`src/rtl/hazard_scoreboard_ctrl_if.sv`:
```
// Pipeline-side bundle for the hazard/scoreboard controller: ID-stage decode info,
// writeback/M-unit events, and the stage enable/clear controls driven back.
interface hazard_scoreboard_ctrl_if #(
  parameter int unsigned NUM_REGS = 32,
  parameter int unsigned REG_AW   = 5
);
  // ID stage
  logic                issue_valid_id;
  logic [REG_AW-1:0]   rs1_id;
  logic [REG_AW-1:0]   rs2_id;
  logic                use_rs1_id;
  logic                use_rs2_id;
  logic [REG_AW-1:0]   rd_id;
  logic                reg_write_id;
  logic                load_id;
  logic                mc_op_id;
  // Completion / control events
  logic                mc_done;
  logic                wb_valid;
  logic [REG_AW-1:0]   wb_rd;
  logic                redirect_mem;
  logic                stall_pipl;
  // Stage controls
  logic                pc_reg_en;
  logic                if_id_reg_en;
  logic                id_exe_reg_en;
  logic                exe_mem_reg_en;
  logic                mem_wb_reg_en;
  logic                if_id_reg_clr;
  logic                id_exe_reg_clr;
  logic                exe_mem_reg_clr;
  logic                mem_wb_reg_clr;
  // M-unit and status
  logic                mc_start;
  logic                mc_kill;
  logic                mc_busy;
  logic                hazard_stall;
  logic [NUM_REGS-1:0] pending;

  // Pipeline side
  modport master (
    output issue_valid_id, rs1_id, rs2_id, use_rs1_id, use_rs2_id, rd_id, reg_write_id,
           load_id, mc_op_id, mc_done, wb_valid, wb_rd, redirect_mem, stall_pipl,
    input  pc_reg_en, if_id_reg_en, id_exe_reg_en, exe_mem_reg_en, mem_wb_reg_en,
           if_id_reg_clr, id_exe_reg_clr, exe_mem_reg_clr, mem_wb_reg_clr,
           mc_start, mc_kill, mc_busy, hazard_stall, pending
  );

  // Controller side
  modport slave (
    input  issue_valid_id, rs1_id, rs2_id, use_rs1_id, use_rs2_id, rd_id, reg_write_id,
           load_id, mc_op_id, mc_done, wb_valid, wb_rd, redirect_mem, stall_pipl,
    output pc_reg_en, if_id_reg_en, id_exe_reg_en, exe_mem_reg_en, mem_wb_reg_en,
           if_id_reg_clr, id_exe_reg_clr, exe_mem_reg_clr, mem_wb_reg_clr,
           mc_start, mc_kill, mc_busy, hazard_stall, pending
  );
endinterface

```
`src/rtl/hazard_scoreboard_ctrl.sv`:
```
// Scoreboard-based hazard and pipeline-flow controller. Tracks registers owned by
// in-flight long producers (loads, M-unit ops), stalls ID on RAW/WAW/structural
// hazards, and squashes younger long ops on a MEM-stage redirect.
module hazard_scoreboard_ctrl #(
  parameter int unsigned NUM_REGS     = 32,
  parameter int unsigned REG_AW       = 5,
  parameter int unsigned SQUASH_DEPTH = 2
) (
  input logic                     clk,
  input logic                     reset_n,
  hazard_scoreboard_ctrl_if.slave ctrl_io
);

  typedef struct packed {
    logic              valid;
    logic              long_op;
    logic              mc;
    logic [REG_AW-1:0] rd;
  } hist_t;

  logic [NUM_REGS-1:0] pending_q, pending_d;
  logic                mc_busy_q, mc_busy_d;
  hist_t               hist_q [SQUASH_DEPTH];
  hist_t               hist_d [SQUASH_DEPTH];

  logic clr_rs1, clr_rs2, clr_rd;
  logic raw, waw, struct_hz, hz;
  logic issue, long_wr, redirect_eff, mc_start, mc_kill;

  // Same-cycle writeback bypasses the scoreboard bit, so it never stalls
  assign clr_rs1 = ctrl_io.wb_valid && (ctrl_io.wb_rd == ctrl_io.rs1_id);
  assign clr_rs2 = ctrl_io.wb_valid && (ctrl_io.wb_rd == ctrl_io.rs2_id);
  assign clr_rd  = ctrl_io.wb_valid && (ctrl_io.wb_rd == ctrl_io.rd_id);

  assign long_wr   = ctrl_io.reg_write_id && (ctrl_io.load_id || ctrl_io.mc_op_id);
  assign raw       = (ctrl_io.use_rs1_id && pending_q[ctrl_io.rs1_id] && !clr_rs1) ||
                     (ctrl_io.use_rs2_id && pending_q[ctrl_io.rs2_id] && !clr_rs2);
  assign waw       = long_wr && pending_q[ctrl_io.rd_id] && !clr_rd;
  assign struct_hz = ctrl_io.mc_op_id && mc_busy_q && !ctrl_io.mc_done;
  assign hz        = ctrl_io.issue_valid_id && (raw || waw || struct_hz);

  // A redirect only acts once the pipeline is free to move
  assign redirect_eff = ctrl_io.redirect_mem && !ctrl_io.stall_pipl;
  assign mc_start     = issue && ctrl_io.mc_op_id;

  // Stage enables/clears by priority: freeze > redirect > hazard > normal
  always_comb begin
    ctrl_io.pc_reg_en       = 1'b1;
    ctrl_io.if_id_reg_en    = 1'b1;
    ctrl_io.id_exe_reg_en   = 1'b1;
    ctrl_io.exe_mem_reg_en  = 1'b1;
    ctrl_io.mem_wb_reg_en   = 1'b1;
    ctrl_io.if_id_reg_clr   = 1'b0;
    ctrl_io.id_exe_reg_clr  = 1'b0;
    ctrl_io.exe_mem_reg_clr = 1'b0;
    ctrl_io.mem_wb_reg_clr  = 1'b0;
    ctrl_io.hazard_stall    = 1'b0;
    issue                   = 1'b0;
    if (ctrl_io.stall_pipl) begin
      ctrl_io.pc_reg_en      = 1'b0;
      ctrl_io.if_id_reg_en   = 1'b0;
      ctrl_io.id_exe_reg_en  = 1'b0;
      ctrl_io.exe_mem_reg_en = 1'b0;
      ctrl_io.mem_wb_reg_en  = 1'b0;
    end else if (ctrl_io.redirect_mem) begin
      ctrl_io.if_id_reg_clr   = 1'b1;
      ctrl_io.id_exe_reg_clr  = 1'b1;
      ctrl_io.exe_mem_reg_clr = 1'b1;
    end else if (hz) begin
      ctrl_io.pc_reg_en      = 1'b0;
      ctrl_io.if_id_reg_en   = 1'b0;
      ctrl_io.id_exe_reg_clr = 1'b1;
      ctrl_io.hazard_stall   = 1'b1;
    end else begin
      issue = ctrl_io.issue_valid_id;
    end
  end

  // Kill any younger M-unit op still in the squash window
  always_comb begin
    mc_kill = 1'b0;
    for (int unsigned i = 0; i < SQUASH_DEPTH; i++) begin
      if (redirect_eff && hist_q[i].valid && hist_q[i].mc) mc_kill = 1'b1;
    end
  end

  // Scoreboard next state: clears first so a same-index set wins
  always_comb begin
    pending_d = pending_q;
    if (ctrl_io.wb_valid) pending_d[ctrl_io.wb_rd] = 1'b0;
    for (int unsigned i = 0; i < SQUASH_DEPTH; i++) begin
      // WAW stalls guarantee a squashed entry is the sole owner of its rd
      if (redirect_eff && hist_q[i].valid && hist_q[i].long_op) pending_d[hist_q[i].rd] = 1'b0;
    end
    if (issue && long_wr && (ctrl_io.rd_id != '0)) pending_d[ctrl_io.rd_id] = 1'b1;
    pending_d[0] = 1'b0;
  end

  // M-unit occupancy: a start in the done cycle keeps it busy
  always_comb begin
    mc_busy_d = mc_busy_q;
    if (mc_start) begin
      mc_busy_d = 1'b1;
    end else if (ctrl_io.mc_done || mc_kill) begin
      mc_busy_d = 1'b0;
    end
  end

  // Squash history: entry 0 is the slot just issued, older slots shift behind it
  always_comb begin
    for (int unsigned i = 0; i < SQUASH_DEPTH; i++) hist_d[i] = hist_q[i];
    if (redirect_eff) begin
      for (int unsigned i = 0; i < SQUASH_DEPTH; i++) hist_d[i] = '0;
    end else if (!ctrl_io.stall_pipl) begin
      for (int unsigned i = 1; i < SQUASH_DEPTH; i++) hist_d[i] = hist_q[i-1];
      hist_d[0] = '0;
      if (issue) begin
        hist_d[0].valid   = 1'b1;
        hist_d[0].long_op = long_wr;
        hist_d[0].mc      = ctrl_io.mc_op_id;
        hist_d[0].rd      = ctrl_io.rd_id;
      end
    end
  end

  // State registers; reset aborts everything without a kill pulse
  always_ff @(posedge clk or negedge reset_n) begin
    if (!reset_n) begin
      pending_q <= '0;
      mc_busy_q <= 1'b0;
      for (int unsigned i = 0; i < SQUASH_DEPTH; i++) hist_q[i] <= '0;
    end else begin
      pending_q <= pending_d;
      mc_busy_q <= mc_busy_d;
      for (int unsigned i = 0; i < SQUASH_DEPTH; i++) hist_q[i] <= hist_d[i];
    end
  end

  assign ctrl_io.mc_start = mc_start;
  assign ctrl_io.mc_kill  = mc_kill;
  assign ctrl_io.mc_busy  = mc_busy_q;
  assign ctrl_io.pending  = pending_q;

endmodule

```
`src/flat_wrapper.sv`:
```
// flat-port wrapper written by rule: the top's interface ports become plain ports
module hazard_scoreboard_ctrl_flat 
#(
  parameter int unsigned NUM_REGS     = 32,
  parameter int unsigned REG_AW       = 5,
  parameter int unsigned SQUASH_DEPTH = 2
)
  (clk, reset_n, ctrl_io_issue_valid_id, ctrl_io_rs1_id, ctrl_io_rs2_id, ctrl_io_use_rs1_id, ctrl_io_use_rs2_id, ctrl_io_rd_id, ctrl_io_reg_write_id, ctrl_io_load_id, ctrl_io_mc_op_id, ctrl_io_mc_done, ctrl_io_wb_valid, ctrl_io_wb_rd, ctrl_io_redirect_mem, ctrl_io_stall_pipl, ctrl_io_pc_reg_en, ctrl_io_if_id_reg_en, ctrl_io_id_exe_reg_en, ctrl_io_exe_mem_reg_en, ctrl_io_mem_wb_reg_en, ctrl_io_if_id_reg_clr, ctrl_io_id_exe_reg_clr, ctrl_io_exe_mem_reg_clr, ctrl_io_mem_wb_reg_clr, ctrl_io_mc_start, ctrl_io_mc_kill, ctrl_io_mc_busy, ctrl_io_hazard_stall, ctrl_io_pending);
  hazard_scoreboard_ctrl_if #(.NUM_REGS(NUM_REGS), .REG_AW(REG_AW)) ctrl_io_i ();
  input logic clk;
  input logic reset_n;
  input wire logic [$bits(ctrl_io_i.issue_valid_id)-1:0] ctrl_io_issue_valid_id;
  input wire logic [$bits(ctrl_io_i.rs1_id)-1:0] ctrl_io_rs1_id;
  input wire logic [$bits(ctrl_io_i.rs2_id)-1:0] ctrl_io_rs2_id;
  input wire logic [$bits(ctrl_io_i.use_rs1_id)-1:0] ctrl_io_use_rs1_id;
  input wire logic [$bits(ctrl_io_i.use_rs2_id)-1:0] ctrl_io_use_rs2_id;
  input wire logic [$bits(ctrl_io_i.rd_id)-1:0] ctrl_io_rd_id;
  input wire logic [$bits(ctrl_io_i.reg_write_id)-1:0] ctrl_io_reg_write_id;
  input wire logic [$bits(ctrl_io_i.load_id)-1:0] ctrl_io_load_id;
  input wire logic [$bits(ctrl_io_i.mc_op_id)-1:0] ctrl_io_mc_op_id;
  input wire logic [$bits(ctrl_io_i.mc_done)-1:0] ctrl_io_mc_done;
  input wire logic [$bits(ctrl_io_i.wb_valid)-1:0] ctrl_io_wb_valid;
  input wire logic [$bits(ctrl_io_i.wb_rd)-1:0] ctrl_io_wb_rd;
  input wire logic [$bits(ctrl_io_i.redirect_mem)-1:0] ctrl_io_redirect_mem;
  input wire logic [$bits(ctrl_io_i.stall_pipl)-1:0] ctrl_io_stall_pipl;
  output wire logic [$bits(ctrl_io_i.pc_reg_en)-1:0] ctrl_io_pc_reg_en;
  output wire logic [$bits(ctrl_io_i.if_id_reg_en)-1:0] ctrl_io_if_id_reg_en;
  output wire logic [$bits(ctrl_io_i.id_exe_reg_en)-1:0] ctrl_io_id_exe_reg_en;
  output wire logic [$bits(ctrl_io_i.exe_mem_reg_en)-1:0] ctrl_io_exe_mem_reg_en;
  output wire logic [$bits(ctrl_io_i.mem_wb_reg_en)-1:0] ctrl_io_mem_wb_reg_en;
  output wire logic [$bits(ctrl_io_i.if_id_reg_clr)-1:0] ctrl_io_if_id_reg_clr;
  output wire logic [$bits(ctrl_io_i.id_exe_reg_clr)-1:0] ctrl_io_id_exe_reg_clr;
  output wire logic [$bits(ctrl_io_i.exe_mem_reg_clr)-1:0] ctrl_io_exe_mem_reg_clr;
  output wire logic [$bits(ctrl_io_i.mem_wb_reg_clr)-1:0] ctrl_io_mem_wb_reg_clr;
  output wire logic [$bits(ctrl_io_i.mc_start)-1:0] ctrl_io_mc_start;
  output wire logic [$bits(ctrl_io_i.mc_kill)-1:0] ctrl_io_mc_kill;
  output wire logic [$bits(ctrl_io_i.mc_busy)-1:0] ctrl_io_mc_busy;
  output wire logic [$bits(ctrl_io_i.hazard_stall)-1:0] ctrl_io_hazard_stall;
  output wire logic [$bits(ctrl_io_i.pending)-1:0] ctrl_io_pending;
  assign ctrl_io_i.issue_valid_id = ctrl_io_issue_valid_id;
  assign ctrl_io_i.rs1_id = ctrl_io_rs1_id;
  assign ctrl_io_i.rs2_id = ctrl_io_rs2_id;
  assign ctrl_io_i.use_rs1_id = ctrl_io_use_rs1_id;
  assign ctrl_io_i.use_rs2_id = ctrl_io_use_rs2_id;
  assign ctrl_io_i.rd_id = ctrl_io_rd_id;
  assign ctrl_io_i.reg_write_id = ctrl_io_reg_write_id;
  assign ctrl_io_i.load_id = ctrl_io_load_id;
  assign ctrl_io_i.mc_op_id = ctrl_io_mc_op_id;
  assign ctrl_io_i.mc_done = ctrl_io_mc_done;
  assign ctrl_io_i.wb_valid = ctrl_io_wb_valid;
  assign ctrl_io_i.wb_rd = ctrl_io_wb_rd;
  assign ctrl_io_i.redirect_mem = ctrl_io_redirect_mem;
  assign ctrl_io_i.stall_pipl = ctrl_io_stall_pipl;
  assign ctrl_io_pc_reg_en = ctrl_io_i.pc_reg_en;
  assign ctrl_io_if_id_reg_en = ctrl_io_i.if_id_reg_en;
  assign ctrl_io_id_exe_reg_en = ctrl_io_i.id_exe_reg_en;
  assign ctrl_io_exe_mem_reg_en = ctrl_io_i.exe_mem_reg_en;
  assign ctrl_io_mem_wb_reg_en = ctrl_io_i.mem_wb_reg_en;
  assign ctrl_io_if_id_reg_clr = ctrl_io_i.if_id_reg_clr;
  assign ctrl_io_id_exe_reg_clr = ctrl_io_i.id_exe_reg_clr;
  assign ctrl_io_exe_mem_reg_clr = ctrl_io_i.exe_mem_reg_clr;
  assign ctrl_io_mem_wb_reg_clr = ctrl_io_i.mem_wb_reg_clr;
  assign ctrl_io_mc_start = ctrl_io_i.mc_start;
  assign ctrl_io_mc_kill = ctrl_io_i.mc_kill;
  assign ctrl_io_mc_busy = ctrl_io_i.mc_busy;
  assign ctrl_io_hazard_stall = ctrl_io_i.hazard_stall;
  assign ctrl_io_pending = ctrl_io_i.pending;
  hazard_scoreboard_ctrl #(.NUM_REGS(NUM_REGS), .REG_AW(REG_AW), .SQUASH_DEPTH(SQUASH_DEPTH)) u_core (.clk(clk), .reset_n(reset_n), .ctrl_io(ctrl_io_i));
endmodule
```
`config.mk`:
```
export PLATFORM = sky130hd
export DESIGN_NAME = hazard_scoreboard_ctrl_flat
export DESIGN_NICKNAME = d
export VERILOG_FILES = /design/src/rtl/hazard_scoreboard_ctrl_if.sv /design/src/rtl/hazard_scoreboard_ctrl.sv /design/src/flat_wrapper.sv
export SDC_FILE = /design/constraint.sdc
export NUM_CORES = 1
export LEC_CHECK = 0
export BUFFER_PORTS_ARGS = -buffer_cell sky130_fd_sc_hd__buf_2
export CAP_MARGIN = 20
export CORE_AREA = 10 10 78 113
export CTS_BUF_LIST = sky130_fd_sc_hd__clkbuf_16
export DETAILED_ROUTE_END_ITERATION = 12
export DIE_AREA = 0 0 88 123
export PLACE_DENSITY = 0.79
export SETUP_SLACK_MARGIN = 0.3
export SLEW_MARGIN = 5
export SYNTH_ARGS = -nofsm -noshare
export SYNTH_HDL_FRONTEND = slang
export SYNTH_SLANG_ARGS = --single-unit
```
`constraint.sdc`:
```
create_clock -name clk -period 6 [get_ports clk]
set_input_delay 0 -clock clk [delete_from_list [all_inputs] [get_ports clk]]
set_output_delay 0 -clock clk [all_outputs]
set_load 0.03 [all_outputs]
```
==> results of run 1 <==
[layout make-up]
type                            count  area (sq um)  area share
Inverter                            8          30.0     0.00688
Clock inverter                      3          42.5     0.00974
Timing Repair Buffer               82           443       0.101
Clock buffer                        5           125      0.0287
Multi-Input combinational cell    299          2430       0.556
Sequential cell                    48          1200       0.275
Tap cell                           78          97.6      0.0223
[kinds of logic (layout without fill, tap and decap cells)]
group / after synthesis / count (layout)
AO/OA/AOI/OAI: 134 / 134
XOR/XNOR: 15 / 15
buffers and inverters: 51 / 98
flip-flops: 48 / 48
multiplexers: 34 / 34
other: 1 / 2
AND/OR/NAND/NOR: 114 / 114
[registers in the layout, indices dropped and copies added, names as in the netlist]
register and cells:
u_core.hist_q 16, u_core.ctrl_io.pending 31, u_core.ctrl_io.mc_busy 1
[cells in the mapped netlist, drive strengths merged (2+ instances only)]
master | number | area share
nor2 | 19 | 0.018
nand2 | 13 | 0.013
xor2 | 12 | 0.027
nor2b | 3 | 0.0048
a32o | 7 | 0.018
nand4 | 2 | 0.0032
clkbuf | 15 | 0.014
o22ai | 4 | 0.0064
a221oi | 31 | 0.070
mux2i | 19 | 0.049
and3 | 16 | 0.026
a41o | 25 | 0.064
a31o | 8 | 0.018
a31oi | 3 | 0.0087
a22o | 9 | 0.020
nand3b | 10 | 0.019
nor4b | 2 | 0.0045
nand3 | 11 | 0.015
a21oi | 2 | 0.0026
and3b | 2 | 0.0045
or3b | 7 | 0.016
o21ai | 35 | 0.045
nor4 | 7 | 0.011
mux4 | 14 | 0.087
xnor2 | 3 | 0.0068
buf | 28 | 0.045
nor3b | 11 | 0.021
inv | 8 | 0.0077
nor3 | 9 | 0.012
dfrtp | 48 | 0.31
[metal layers]
layer	up-vias	track usage	part of all wire
met1	1946	0.307	0.34
met3	91	0.0599	0.12
met2	378	0.412	0.46
li1	1700	-	-
met5	-	0	0
met4	0	0.185	0.075
[final timing paths]
path	slack, ns	from	to
setup reg to reg	3.55	u_core.ctrl_io.pending[27]	u_core.ctrl_io.pending[2]
min in group asynchronous	0.15	reset_n	u_core.ctrl_io.pending[31]
hold / removal	0.06	ctrl_io_mc_done	u_core.ctrl_io.mc_busy
hold reg to reg	0.53	u_core.hist_q[5]	u_core.hist_q[5]
setup / recovery	3.18	u_core.ctrl_io.pending[27]	ctrl_io_if_id_reg_en
max in group asynchronous	5.32	reset_n	u_core.ctrl_io.pending[12]
[metrics by stage]
| stage | total power [mW] | setup WS (ns) | std cells |
|---|---|---|---|
| floorplan | 0.496 | 3.63 | 398 |
| global placement | 0.555 | 3.60 | 510 |
| detailed placement | 0.557 | 3.54 | 510 |
| CTS | 0.877 | 3.22 | 520 |
| global route | 0.910 | 3.09 | 523 |
| finish | 0.884 | 3.18 | 523 |
[where the power goes]
group / internal, mW / leakage, nW / total (mW) / switching [mW]
logic: 0.0695 / 1.48 / 0.203 / 0.133
clock network: 0.196 / 0.0814 / 0.324 / 0.128
registers: 0.337 / 0.663 / 0.357 / 0.0204
[worst max-delay path: cells and delay by family (launching register included)]
kind,cells,cell delay [ns]
AOI/OAI and AO/OA,2,0.63
buffers and inverters,1,0.19
DFF,1,0.43
muxes,1,0.57
and+or+nand+nor,3,0.70
[what timing repair did]
| action | in CTS | in global routing |
|---|---|---|
| gates resized for setup | 0 | 0 |
| hold buffers | 2 | 0 |
| hold endpoints to repair | 49 | 0 |
| endpoints found under the setup margin | 0 | 0 |
==> reports/metrics.cfg, run 1 <==
[worst_setup_path]
crit_path_top_delay_cell = mux4_1
worstSetupPathType = flop to output pin
worstPathCellList = mux4_1, nand3_1, nand3_1, a311o_1, nand3_2, a31o_2, buf_2
r2r.worst_path.cells = 6
category_of_the_worst_setup_path_launch_point = flop
path_common_cell = nand3_1
slowest_delay_ns = 0.57
crit_arrival_ns = 2.82
crit_path_max_fanout = 34
critPathCaptureType = output pin
worst-endpoint-required_ns = 6.00

[floorplanning]
die_area_sq_mm = 0.0108
die_height_um = 123
initial_utilization = 0.571
io-pin-count = 77
die-width_um = 88
fp-row-count = 37
design.core.area_sq_mm = 0.00681

[worst_hold_path]
hold_path_class = input pin to flop
hold_depth = 3

[synthesis]
yosys_warnings = 0
yosys_most_used_dff = dfrtp_1
synth_xor_area_frac = 0.0338
asyncSetResetFlopFracSynth = 1.00
synth_top_family_by_area = compound AO/OA/AOI/OAI gates
synth-compound-area-share = 0.278
postSynthCellCount = 397
synth-adder-area-share = 0
post_synth_num_cell_types = 51
synth-edff-count = 0
synth.cell_area_sq_mm = 0.00388
synth_simple_gate_area_share = 0.173
postSynthRegisterBits = 48
average_size_of_a_mapped_cell_sq_um = 9.79
synth-seq-area-share = 0.309
yosys-mux-area-fraction = 0.139

[place]
place.gp.congestion = 0.959
port_buffers = 74
hpwlAfterDp_um = 10300
placed_area_sq_mm = 0.00415

[finish]
filler_instances = 567
areaGrowthSynthToFinish_pct = 12.4
final_net_count = 476
layout_common_cells = 76 x buf_2, 48 x dfrtp_1, 34 x o21ai_0
final_common_cell = buf_2
post-route-cell-area_sq_mm = 0.00437
utilization = 0.642
n_antenna_cell = 0
post_route_cells_drive_above_1_share = 0.256

[timing]
fin_worst_skew_ns = 0.0103
setup_violations = 0
timing.max_slew.rel_slack = 0.162
slew_violations = 0
timing_worst_slew_pin_value_ns = 1.25
tns_ns = 0
max_freq_mhz = 354
grt_setup_unrepaired = false
fin_hold_ws_ns = 0.0592
final_hold_viol_count = 0
period_needed_ns = 2.82
timing.final.crit_share = 0.471

[clock_tree]
cts.path.max_buffers = 2
ctsHtreeMaxLevel = 2
tritoncts = yes
clock_pin_slew_worst_setup_and_hold_paths_ns = 0.07
clock_tree.root_cell = clkbuf_16
post-cts-setup-buffer-count = 0
tritoncts.num_buffers = 5
clk_latency_ns = 0.30
cts.sinks = 48

[route]
ant_nets = 0
routed_wirelength_um = 14500
remaining_drc_errors = 0
routed_wire_length_per_instance_um = 27.7
via_count = 4115
via_per_inst = 7.87
drt_pass1_iterations = 6
detailedRoute.firstIterationViolations = 687

[global_route]
wire_length_of_the_first_global_routing_pass_um = 22100
grt_start_max_net_pins = 49
grt_util_all_layers = 0.262
grt_pass1_vias = 4005
antenna_found_initial = 0
gr-total-overflow = 0

[outcome]
run_status = complete, no violations

[power_and_ir_drop]
vdd_ir_drop_max_v = 0.000229
cellPowerDensity_mw_per_mm2 = 202
power.static_leakage_nw = 2.23

[run]
max_cap_viol_count = 0

No activity file was read; power rests on OpenSTA's default activity.
==> run 2: changes to the inputs <==
ABC_AREA = 1   (was default)
CORE_AREA = 10 10 84 123   (was 10 10 78 113)
DIE_AREA = 0 0 94 133   (was 0 0 88 123)
PLACE_DENSITY = 0.73   (was 0.79)
clock period = 2.46 ns   (was 6 ns; I/O delays follow)
==> reports/metrics.cfg, run 2 <==
[global_route]
wire_length_of_the_first_global_routing_pass_um = 28800  ; +30%
antenna_found_initial = 0  ; unchanged
gr-total-overflow = 0  ; unchanged
grt_start_max_net_pins = 49  ; unchanged
grt_util_all_layers = 0.296  ; +0.0339
grt_pass1_vias = 5154  ; +29%

[synthesis]
synth.cell_area_sq_mm = 0.00407  ; +4.8%
postSynthCellCount = 674  ; +70%
synth-edff-count = 0  ; unchanged
yosysMostFrequentCell = nand2_1
yosys_most_used_dff = dfrtp_1
post_synth_num_cell_types = 28  ; -45%
synth_cell_count_leaders = 181 x nand2_1, 98 x nand3_1, 91 x inv_1, 61 x o21ai_0, 58 x nor2_1
asyncSetResetFlopFracSynth = 1.00  ; unchanged
synth_top_area_frac = 0.295  ; -0.0142
netlist_top_cells_area = dfrtp_1 29%, nand2_1 17%, nand3_1 12%
yosys_warnings = 0  ; unchanged
synth-seq-area-share = 0.295  ; -0.0142
average_size_of_a_mapped_cell_sq_um = 6.04  ; -38%
postSynthRegisterBits = 48  ; unchanged
cell_type_contributing_the_most_total_cell_area_after_synthesis = dfrtp_1

[floorplanning]
die_height_um = 133  ; +8.1%
die-width_um = 94  ; +6.8%
die_area_sq_mm = 0.0125  ; +16%
io-pin-count = 77  ; unchanged
design.core.area_sq_mm = 0.00821  ; +21%
initial_utilization = 0.496  ; -0.0747
fp-row-count = 41  ; +11%

[timing]
max_freq_mhz = 457
tns_ns = 0  ; unchanged
fin_hold_ws_ns = 0.0256  ; -0.0337 ns
period_needed_ns = 2.19
fin_worst_skew_ns = 0.0111  ; +0.000781 ns
timing.final.crit_share = 0.889
setup_violations = 0  ; unchanged
timing_worst_slew_pin_value_ns = 0.669  ; -0.585 ns
slew_violations = 0  ; unchanged
grt_setup_unrepaired = true
final_hold_viol_count = 0  ; unchanged
timing.max_slew.rel_slack = 0.551  ; +0.389

[worst_setup_path]
crit_arrival_ns = 2.19  ; -0.63 ns
path_common_cell = nand2_1
worstPathCellList = inv_2, o21ai_1, nand2_1, nand2_2, nand2_1, nand2_1, nor2_1, nand2_1, a21oi_4, nand3_4, nand2_2, o21ai_1, inv_1, buf_6
worst_r2r_endpoint = u_core.ctrl_io.pending[20]
worstSetupPathType = flop to output pin
category_of_the_worst_setup_path_launch_point = flop
crit_path_start = u_core.ctrl_io.pending[12]
reg2reg_slack_ns = 0.28  ; -3.27 ns
crit_path_top_delay_cell = dfrtp_1
worst-endpoint-required_ns = 2.46  ; -3.54 ns
worstReg2RegStart = u_core.ctrl_io.pending[12]
slowest_delay_ns = 0.42  ; -0.15 ns
r2r.worst_path.cells = 15  ; +9
crit_path_max_fanout = 3  ; -91%
critPathCaptureType = output pin

[clock_tree]
tritoncts.num_buffers = 5  ; unchanged
cts.sinks = 48  ; unchanged
cts.path.max_buffers = 2  ; unchanged
clock_tree.root_cell = clkbuf_16
ctsHtreeMaxLevel = 2  ; unchanged
tritoncts = yes
clk_latency_ns = 0.30  ; about the same
clock_pin_slew_worst_setup_and_hold_paths_ns = 0.06  ; about the same

[route]
drt_pass1_iterations = 5  ; -1
detailedRoute.firstIterationViolations = 632  ; -8.0%
met3_wirelength_um = 1850  ; +7.8%
routed_wirelength_um = 18800  ; +30%
ant_nets = 0  ; unchanged
routed_wire_length_per_instance_um = 21.5  ; -22%
via_count = 5320  ; +29%
detail_route.wirelength.met1_um = 6530  ; +32%
met2WireLength_um = 9020  ; +34%
remaining_drc_errors = 0  ; unchanged
topRoutingLayerUsed = met4
via_per_inst = 6.08  ; -23%

[finish]
areaGrowthSynthToFinish_pct = 27.8
layout_common_cells = 165 x nand2_1, 90 x inv_1, 72 x nand3_1
largest_register_ffs = 31  ; unchanged
final_net_count = 800  ; +68%
utilization = 0.634  ; -0.00736
n_antenna_cell = 0  ; unchanged
final_common_cell = nand2_1
post_route_cells_drive_above_1_share = 0.232  ; -0.0244

[power_and_ir_drop]
cellPowerDensity_mw_per_mm2 = 503  ; +150%
final_total_power_mw = 2.62  ; +200%
vdd_ir_drop_max_v = 0.000566  ; +150%
power.static_leakage_nw = 2.59  ; +16%

[worst_hold_path]
min_to = u_core.ctrl_io.mc_busy
hold_depth = 4  ; +1
hold_path_class = input pin to flop
hold_start = ctrl_io_mc_done

[place]
port_buffers = 74  ; unchanged
place.gp.congestion = 0.996  ; +3.9%
hpwlAfterDp_um = 13600  ; +31%

[run]
max_cap_viol_count = 0  ; unchanged

[outcome]
run_status = complete, no violations

-- run 2: cells by family after synthesis --
family,count (synthesis),share of synthesized area
buf+inv,126,0.132
compound gates,124,0.176
other cells,1,0.000921
flops,48,0.295
xor+xnor,3,0.00645
simple gates,372,0.390
-- run 2: power by group --
group	total, mW	switching (mW)	internal, mW
Combinational	0.814	0.571	0.243
Sequential	0.914	0.0638	0.851
Clock	0.889	0.311	0.577
-- run 2: worst max-delay path: cells and delay by family, from the launching register on --
family	cells	cell delay, ns
AND/OR/NAND/NOR	8	0.73
AO/OA/AOI/OAI	3	0.39
buffers and inverters	3	0.35
flip-flops	1	0.42
-- run 2: worst max path at each step --
stage	slack, ns	to	depth (start not counted)
after CTS	0.28	ctrl_io_pc_reg_en	14
after global placement	0.13	u_core.ctrl_io.pending[26]	13
after detailed placement	0.07	u_core.ctrl_io.pending[14]	13
final	0.27	ctrl_io_if_id_reg_en	14
after floorplan	0.38	u_core.ctrl_io.mc_busy	10
after global routing	0.16	ctrl_io_pc_reg_en	14
-- run 2: layout make-up --
class | count | area (sq um)
Fill cell | 781 | 3000
Tap cell | 107 | 134
Timing Repair Buffer | 115 | 763
Sequential cell | 48 | 1210
Clock inverter | 2 | 60.1
Multi-Input combinational cell | 502 | 2560
Inverter | 96 | 360
Clock buffer | 5 | 125
-- run 2: timing repair --
item | 4_1_cts | 5_1_grt
cloned | 1 | 1
setup buffers | 16 | 8
endpoints found under the hold margin | 49 | 0
setup endpoints to repair | 36 | 37
gates resized for setup | 17 | 55
hold buffers | 2 | 0
pin swaps | 5 | 22
-- run 2: metrics by stage --
step | cell area (sq um) | setup WS (ns) | cells
after CTS | 4890 | 0.281 | 865
after global routing | 5210 | 0.164 | 875
after global placement | 4500 | 0.130 | 839
after detailed placement | 4500 | 0.0724 | 839
after floorplan | 4080 | 0.376 | 675
final | 5210 | 0.272 | 875
-- run 2: layer usage --
metal,GRT usage,up-vias
met5,0,-
met4,0.200,0
met3,0.0583,101
met2,0.480,389
met1,0.339,2409
li1,-,2421
